`config.mk`:
```
export PLATFORM = sky130hd
export DESIGN_NAME = reset_sequencer
export DESIGN_NICKNAME = d
export VERILOG_FILES = /design/src/rtl/reset_sequencer.sv
export SDC_FILE = /design/constraint.sdc
export NUM_CORES = 1
export LEC_CHECK = 0
export ABC_AREA = 0
export BUFFER_PORTS_ARGS = -buffer_cell sky130_fd_sc_hd__buf_2
export CAP_MARGIN = 20
export CORE_ASPECT_RATIO = 0.75
export CORE_UTILIZATION = 54
export CTS_BUF_LIST = sky130_fd_sc_hd__clkbuf_2
export CTS_CLUSTER_DIAMETER = 40
export CTS_CLUSTER_SIZE = 30
export DETAILED_ROUTE_END_ITERATION = 12
export GPL_TIMING_DRIVEN = 0
export PLACE_DENSITY = 0.72
export REMOVE_ABC_BUFFERS = 1
export SKIP_CTS_REPAIR_TIMING = 1
export SYNTH_ARGS = -nofsm -noshare
export SYNTH_HDL_FRONTEND = slang
export SYNTH_SLANG_ARGS = --single-unit
```
`constraint.sdc`:
```
create_clock -name clk -period 2.1 [get_ports clk]
set_input_delay 0.42 -clock clk [delete_from_list [all_inputs] [get_ports clk]]
set_output_delay 0.42 -clock clk [all_outputs]
set_load 0.01 [all_outputs]
```
`src/rtl/reset_sequencer.sv`:
```
// reset_sequencer: merges lock/button/software/watchdog faults and releases
// ordered stage resets. Optional watchdog: define RESET_SEQUENCER_WATCHDOG_EN.
module reset_sequencer #(
    parameter int CLK_FREQ           = 10_125_000,
    parameter int NUM_LOCKS          = 1,
    parameter int NUM_STAGES         = 2,
    parameter int STAGE_DELAY_CYCLES = 1024,
    parameter int DEBOUNCE_CYCLES    = CLK_FREQ / 100,
    parameter int WDT_CYCLES         = CLK_FREQ
) (
    input  logic                  clk,
    input  logic                  rst,
    input  logic                  btn_n,
    input  logic [NUM_LOCKS-1:0]  lock,
    input  logic                  sw_rst_req,
    input  logic                  wdt_kick,
    output logic [NUM_STAGES-1:0] rst_out,
    output logic                  all_released,
    output logic [3:0]            cause
);

    localparam int CW = (STAGE_DELAY_CYCLES > 1) ? $clog2(STAGE_DELAY_CYCLES) : 1;
    localparam int DW = (DEBOUNCE_CYCLES > 1) ? $clog2(DEBOUNCE_CYCLES) : 1;
    localparam int IW = $clog2(NUM_STAGES + 1);

    typedef enum logic [1:0] {ASSERT, WAIT, RELEASE, RUN} state_t;

    state_t state, state_nx;
    logic [CW-1:0] cnt, cnt_nx;
    logic [IW-1:0] rel, rel_nx;
    logic [NUM_STAGES-1:0] rst_nx;

    logic [NUM_LOCKS-1:0] lock_m, lock_s;
    logic btn_m, btn_s, btn_acc;
    logic [DW-1:0] deb_cnt;
    logic por;
    logic wdt_expire;
    logic [3:0] fault_bits;
    logic fault;

    // two-flop synchronizers; reset to pressed / unlocked
    always_ff @(posedge clk or posedge rst) begin
        if (rst) begin
            lock_m <= '0;
            lock_s <= '0;
            btn_m  <= 1'b0;
            btn_s  <= 1'b0;
        end else begin
            lock_m <= lock;
            lock_s <= lock_m;
            btn_m  <= btn_n;
            btn_s  <= btn_m;
        end
    end

    // accept a new button level after DEBOUNCE_CYCLES consecutive differing samples
    always_ff @(posedge clk or posedge rst) begin
        if (rst) begin
            btn_acc <= 1'b0;
            deb_cnt <= '0;
        end else if (btn_s == btn_acc) begin
            deb_cnt <= '0;
        end else if (deb_cnt == DW'(DEBOUNCE_CYCLES - 1)) begin
            btn_acc <= btn_s;
            deb_cnt <= '0;
        end else begin
            deb_cnt <= deb_cnt + 1'b1;
        end
    end

`ifdef RESET_SEQUENCER_WATCHDOG_EN
    localparam int WW = (WDT_CYCLES > 1) ? $clog2(WDT_CYCLES) : 1;
    logic [WW-1:0] wdt_cnt;

    // watchdog runs only in RUN and reloads on kick
    always_ff @(posedge clk or posedge rst) begin
        if (rst) begin
            wdt_cnt <= '0;
        end else if (state != RUN || wdt_kick) begin
            wdt_cnt <= '0;
        end else begin
            wdt_cnt <= wdt_cnt + 1'b1;
        end
    end

    assign wdt_expire = (state == RUN) && (wdt_cnt == WW'(WDT_CYCLES - 1));
`else
    localparam int unused_wdt_cycles = WDT_CYCLES;
    logic unused_wdt_kick;
    assign unused_wdt_kick = wdt_kick;
    assign wdt_expire = 1'b0;
`endif

    assign fault_bits = {wdt_expire, sw_rst_req, ~btn_acc, ~&lock_s};
    assign fault      = |fault_bits;

    // sequencer next state, stage count and registered output values
    always_comb begin
        state_nx = state;
        cnt_nx   = cnt;
        rel_nx   = rel;
        rst_nx   = '1;
        unique case (state)
            ASSERT: begin
                cnt_nx = '0;
                rel_nx = '0;
                if (!fault) state_nx = WAIT;
            end
            WAIT: begin
                if (fault) begin
                    state_nx = ASSERT;
                    cnt_nx   = '0;
                end else if (cnt == CW'(STAGE_DELAY_CYCLES - 1)) begin
                    state_nx = (NUM_STAGES == 1) ? RUN : RELEASE;
                    rel_nx   = IW'(1);
                    cnt_nx   = '0;
                end else begin
                    cnt_nx = cnt + 1'b1;
                end
            end
            RELEASE: begin
                if (fault) begin
                    state_nx = ASSERT;
                    cnt_nx   = '0;
                    rel_nx   = '0;
                end else if (cnt == CW'(STAGE_DELAY_CYCLES - 1)) begin
                    rel_nx = rel + 1'b1;
                    cnt_nx = '0;
                    if (rel + 1'b1 == IW'(NUM_STAGES)) state_nx = RUN;
                end else begin
                    cnt_nx = cnt + 1'b1;
                end
            end
            RUN: begin
                if (fault) begin
                    state_nx = ASSERT;
                    rel_nx   = '0;
                end
            end
            default: begin
                state_nx = ASSERT;
                cnt_nx   = '0;
                rel_nx   = '0;
            end
        endcase
        for (int i = 0; i < NUM_STAGES; i++) begin
            rst_nx[i] = (rel_nx <= IW'(i));
        end
    end

    // sequencer state and glitch-free registered outputs
    always_ff @(posedge clk or posedge rst) begin
        if (rst) begin
            state        <= ASSERT;
            cnt          <= '0;
            rel          <= '0;
            rst_out      <= '1;
            all_released <= 1'b0;
        end else begin
            state        <= state_nx;
            cnt          <= cnt_nx;
            rel          <= rel_nx;
            rst_out      <= rst_nx;
            all_released <= (state_nx == RUN);
        end
    end

    // cause: overwrite on ASSERT entry, accumulate while held; the power-on
    // hold ignores the synchronizer/debounce start-up faults so cause stays 0
    always_ff @(posedge clk or posedge rst) begin
        if (rst) begin
            cause <= '0;
            por   <= 1'b1;
        end else if (state != ASSERT) begin
            if (fault) cause <= fault_bits;
        end else begin
            cause <= cause | (fault_bits & (por ? 4'b1100 : 4'b1111));
            if (!fault) por <= 1'b0;
        end
    end

endmodule

```
# Word level (Yosys, flattened, before mapping)
# Index checks and enable logic that the tools add are counted.
# op_classes
add_sub_neg	3
mul	0
n_div	0
magnitude_cmp	2
n_eq_ne	9
shift	0
n_mux	22
n_bitwise	6
reduce_logical	8
# ops
cell	n
$mux W17	2
$mux W2	13
$mux W10	2
$pmux W10 S2	1
$add A17 B1 Y17 const B	1
$eq A17 B17 Y1 const B	1
$pmux W2 S4	2
$add A10 B1 Y10 const B	1
$eq A10 B10 Y1 const B	1
$eq A2 B2 Y1 const B	4
$mux W4	2
$and A3 B4 Y4	1
$le A2 B1 Y1 const B	2
$not A1 Y1	4
$or A4 B4 Y4	1
$reduce_and A2 Y1	2
$reduce_bool A2 Y1	2
$reduce_or A3 Y1	1
$add A2 B1 Y2 const B	1
$eq A2 B1 Y1 const B	1
$logic_not A2 Y1	1
$ne A2 B2 Y1 const B	1
$reduce_or A2 Y1	1
$eq A1 B1 Y1	1
$logic_not A1 Y1	1
# totals
register_bits	44
latchBits	0
ram_bits	0
mem_bits_ro	0
output_inout_bits	7
memories	0

# Depth between registers and ports, before layout
# depth
word_depth	7
mapped_depth	8
depth_no_buf	7

# Worst setup path before layout
# Ideal clock, no wire load.
# synth_timing
path_kind	reg2reg
start	reg cnt[0]
end	reg all_released
setup_time_ns	0.134
arrival_time_ns	1.567
path_slack_ns	0.399
path_stages_with_launch	7
period_less_slack_ns	1.701
path_cell_list	dfrtp_1 -> ha_1 -> and4_1 -> nand3_4 -> a211o_2 -> a31oi_1 -> o22ai_1
# synth_between
elab_chain_len	5
word_cells_on_any_way	7
cone_classes	2 x eq/ne; 5 x mux
# synth_rtl
element	line_no	source
start: declaration	29	logic [CW-1:0] cnt, cnt_nx;
start signal: assignment	161	cnt <= cnt_nx;
$eq A10 B10 Y1 *	113, 126	
$mux W2, on equally long branches	126, 113	
$mux W2, on equally long branches	122, 110	
$pmux W2 S4 *	103	unique case (state)
$eq A2 B2 Y1 *	164	all_released <= (state_nx == RUN);
end signal: assignment	164	
end: declaration	18	output logic all_released,
# Mark *: on every way between the ends. The rest lies on a longest branch, timed or not.
# A chain may end at the register's enable or synchronous reset.

# Worst setup path after layout
# Same ends and word-level chain as after synthesis.

==> metrics.yaml <==
synth-warning-count: 0
core-area_um2: 3710
drive_gt1_frac: 0.121
syn_area_um2: 2120
critPathArrivalTime_ns: 2.25
synthTopCellsByArea: "dfrtp_1, nor2_1, ha_1"
synth_cell_types: 38
vias: 1505
p_per_area_nw_per_um2: 552
min_path_type: "primary input to flop"
crit_family: "compound AO/OA/AOI/OAI gates"
clk_pin_slew_ns: 0.23
wl_um: 3710
grtUsageTotal: 0.212
firstDrtPassIters: 4
worstSkewPairLatency_ns: 0.41
worstMarginPinSlew_ns: 0.861
clock_skew_ns: 0.0270
status: "completed"
wl_per_cell_um: 13.4
cts.sinks: 43
rrSetupSlack_ns: 0.17
antenna_found_initial: 0
cp-end-kind: "flop"
die_w_um: 74.3
dominantRegCellSynth: "dfrtp_1"
setup_ws_ns: 0.165
die_y_um: 56.2
dp_hpwl_um: 2630
rsz0062_at_grt: "no"
clk_path_buf_depth: 2
die-area_um2: 4180
drv_cap: 0
yosysTopAreaCell: "dfrtp_1"
drc: 0
area_delta_synth_final_pct: 5.79
grt_pass1_wl_um: 6600
r2r_start: "cnt[0]"
cts_inserted_buffers: 5
startpoint: "cnt[0]"
setup_viol: 0
min_period_ns: 1.93
gp_congestion: 0.806
synth_edf_count: 0
grt_pass1_vias: 1529
cts_tree: "yes"
fmax_ghz: 0.517
fill_cells: 328
ir_drop_v: 0.000395
crit_chain: "ha_1 > and4_1 > nand3_4 > a211o_2 > a31oi_1 > o22ai_1"
multi_input_comb_area_um2: 967
slowest_delay_ns: 0.46
slew_viol_final: 0
hold_violations: 0
preCtsSetupSlack_ns: 0.159
crit_buf_inv: 0
io_pins: 13
relSlewSlack: 0.425
n_antenna_cell: 0
start_util: 0.571
netlist.area_leader.share: 0.473
register_area_um2: 1080
critPathMaxFanout: 10
synth_seq_cells: 43
post-route-period-util: 0.921
port-buffer-count: 10
placed_area_um2: 2190
synthCells: 213
antenna_left: 0
gr-total-overflow: 0
rows: 19
fin_area_um2: 2240
hold_path.startpoint: "lock"
drt_iter0_drc: 67
grt_max_degree: 44
h-tree-depth: 2
syn_avg_cell_area_um2: 9.94
path_class: "flop to flop"
via_per_inst: 5.45
synthArstFlopShare: 1.00
fin_setup_tns_ns: 0
yosysSeqAreaShare: 0.510
final_core_util: 0.604
slowest_stage: "dfrtp_1"
start_kind: "flop"
nNetsFinal: 238
cp.required_ns: 2.41
ctsRootBufferMaster: "clkbuf_2"
p_leak_uw: 0.000947
[cell usage in the layout (no fill, tap or decap), types with 2 or more instances in the layout]
cell      netlist  routed
nand3_1        10      10
or2_2           2       2
or3_1           2       2
and3b_1         2       2
xnor2_1        11      11
xor2_1         12      12
buf_2           2      10
inv_1           9       8
a21oi_1         6       6
clkbuf_2        0       5
o21ai_0         8       8
nor4_1          2       2
nor2_1         37      37
ha_1            9       9
nand3b_1        2       2
nor3_1          5       5
dfrtp_1        40      40
and4_1          3       3
nand2_1        14      14
nand4_1         8       8
dfstp_2         3       3
and3_1          3       3
nor2b_1         2       2
a31oi_1         4       3
[cell families (layout without fill, tap and decap cells)]
logic type	after synthesis	after routing	share of synthesized area
flip-flops	43	43	0.510
AO/OA/AOI/OAI	25	25	0.0732
multiplexers	1	1	0.00532
buffers and inverters	16	27	0.0366
other	1	1	0.00177
XOR/XNOR	23	23	0.0951
adder cells (fa/ha/maj)	9	9	0.0532
AND/OR/NAND/NOR	95	95	0.225
[worst paths after layout]
path                       cells after the start           end
max                                            6  all_released
min                                            1        lock_m
max reg2reg                                    6  all_released
min reg2reg                                    0        lock_s
max in group asynchronous                      2   deb_cnt[12]
min in group asynchronous                      2        lock_m
[report_power, final]
part / switching, µW / internal (µW) / leakage [µW]
sequential: 8.88 / 838 / 0.000563
clock: 273 / 80.0 / 0.0000266
combinational: 28.0 / 10.1 / 0.000357
[layout make-up]
class / count / area share
sequential: 43 / 0.482
clock buffer: 5 / 0.0112
tap: 52 / 0.0290
multi-input combinational: 154 / 0.432
inverter: 9 / 0.0151
timing repair buffer: 10 / 0.0223
clock inverter: 3 / 0.00893
[state kept, by name, summed over array words and instances (netlist names)]
register	cells
lock_m	1
state	2
btn_m	1
rst_out	2
cnt	10
cause	3
rel	2
btn_s	1
lock_s	1
por	1
all_released	1
deb_cnt	17
btn_acc	1
[through the flow]
stage	instances	total power [µW]	hold slack, ns
global placement	268	898	0.338
detailed placement	268	901	0.335
finish	276	1240	0.0921
CTS	276	1250	0.0707
global route	276	1290	0.0444
floorplan	206	886	0.331
[cell usage after synthesis, drive strengths merged, types with 3 or more instances]
cell and n:
ha 9, and4 3, a31oi 4, a21oi 6, nor2 37, nor3 5
xnor2 11, o21ai 8, nand2 14, nand4 8, inv 9, nand3 11
buf 5, xor2 12, dfrtp 40, and3 3, dfstp 3
[per-layer routing]
layer / GRT usage / vias to the layer above / share of wire
met5: 0 / - / 0
met4: 0.0943 / 0 / 0.016
met3: 0.0507 / 7 / 0.029
met2: 0.325 / 24 / 0.45
met1: 0.286 / 731 / 0.50
li1: - / 743 / -
Note: power is estimated with default switching activity, not from simulation.
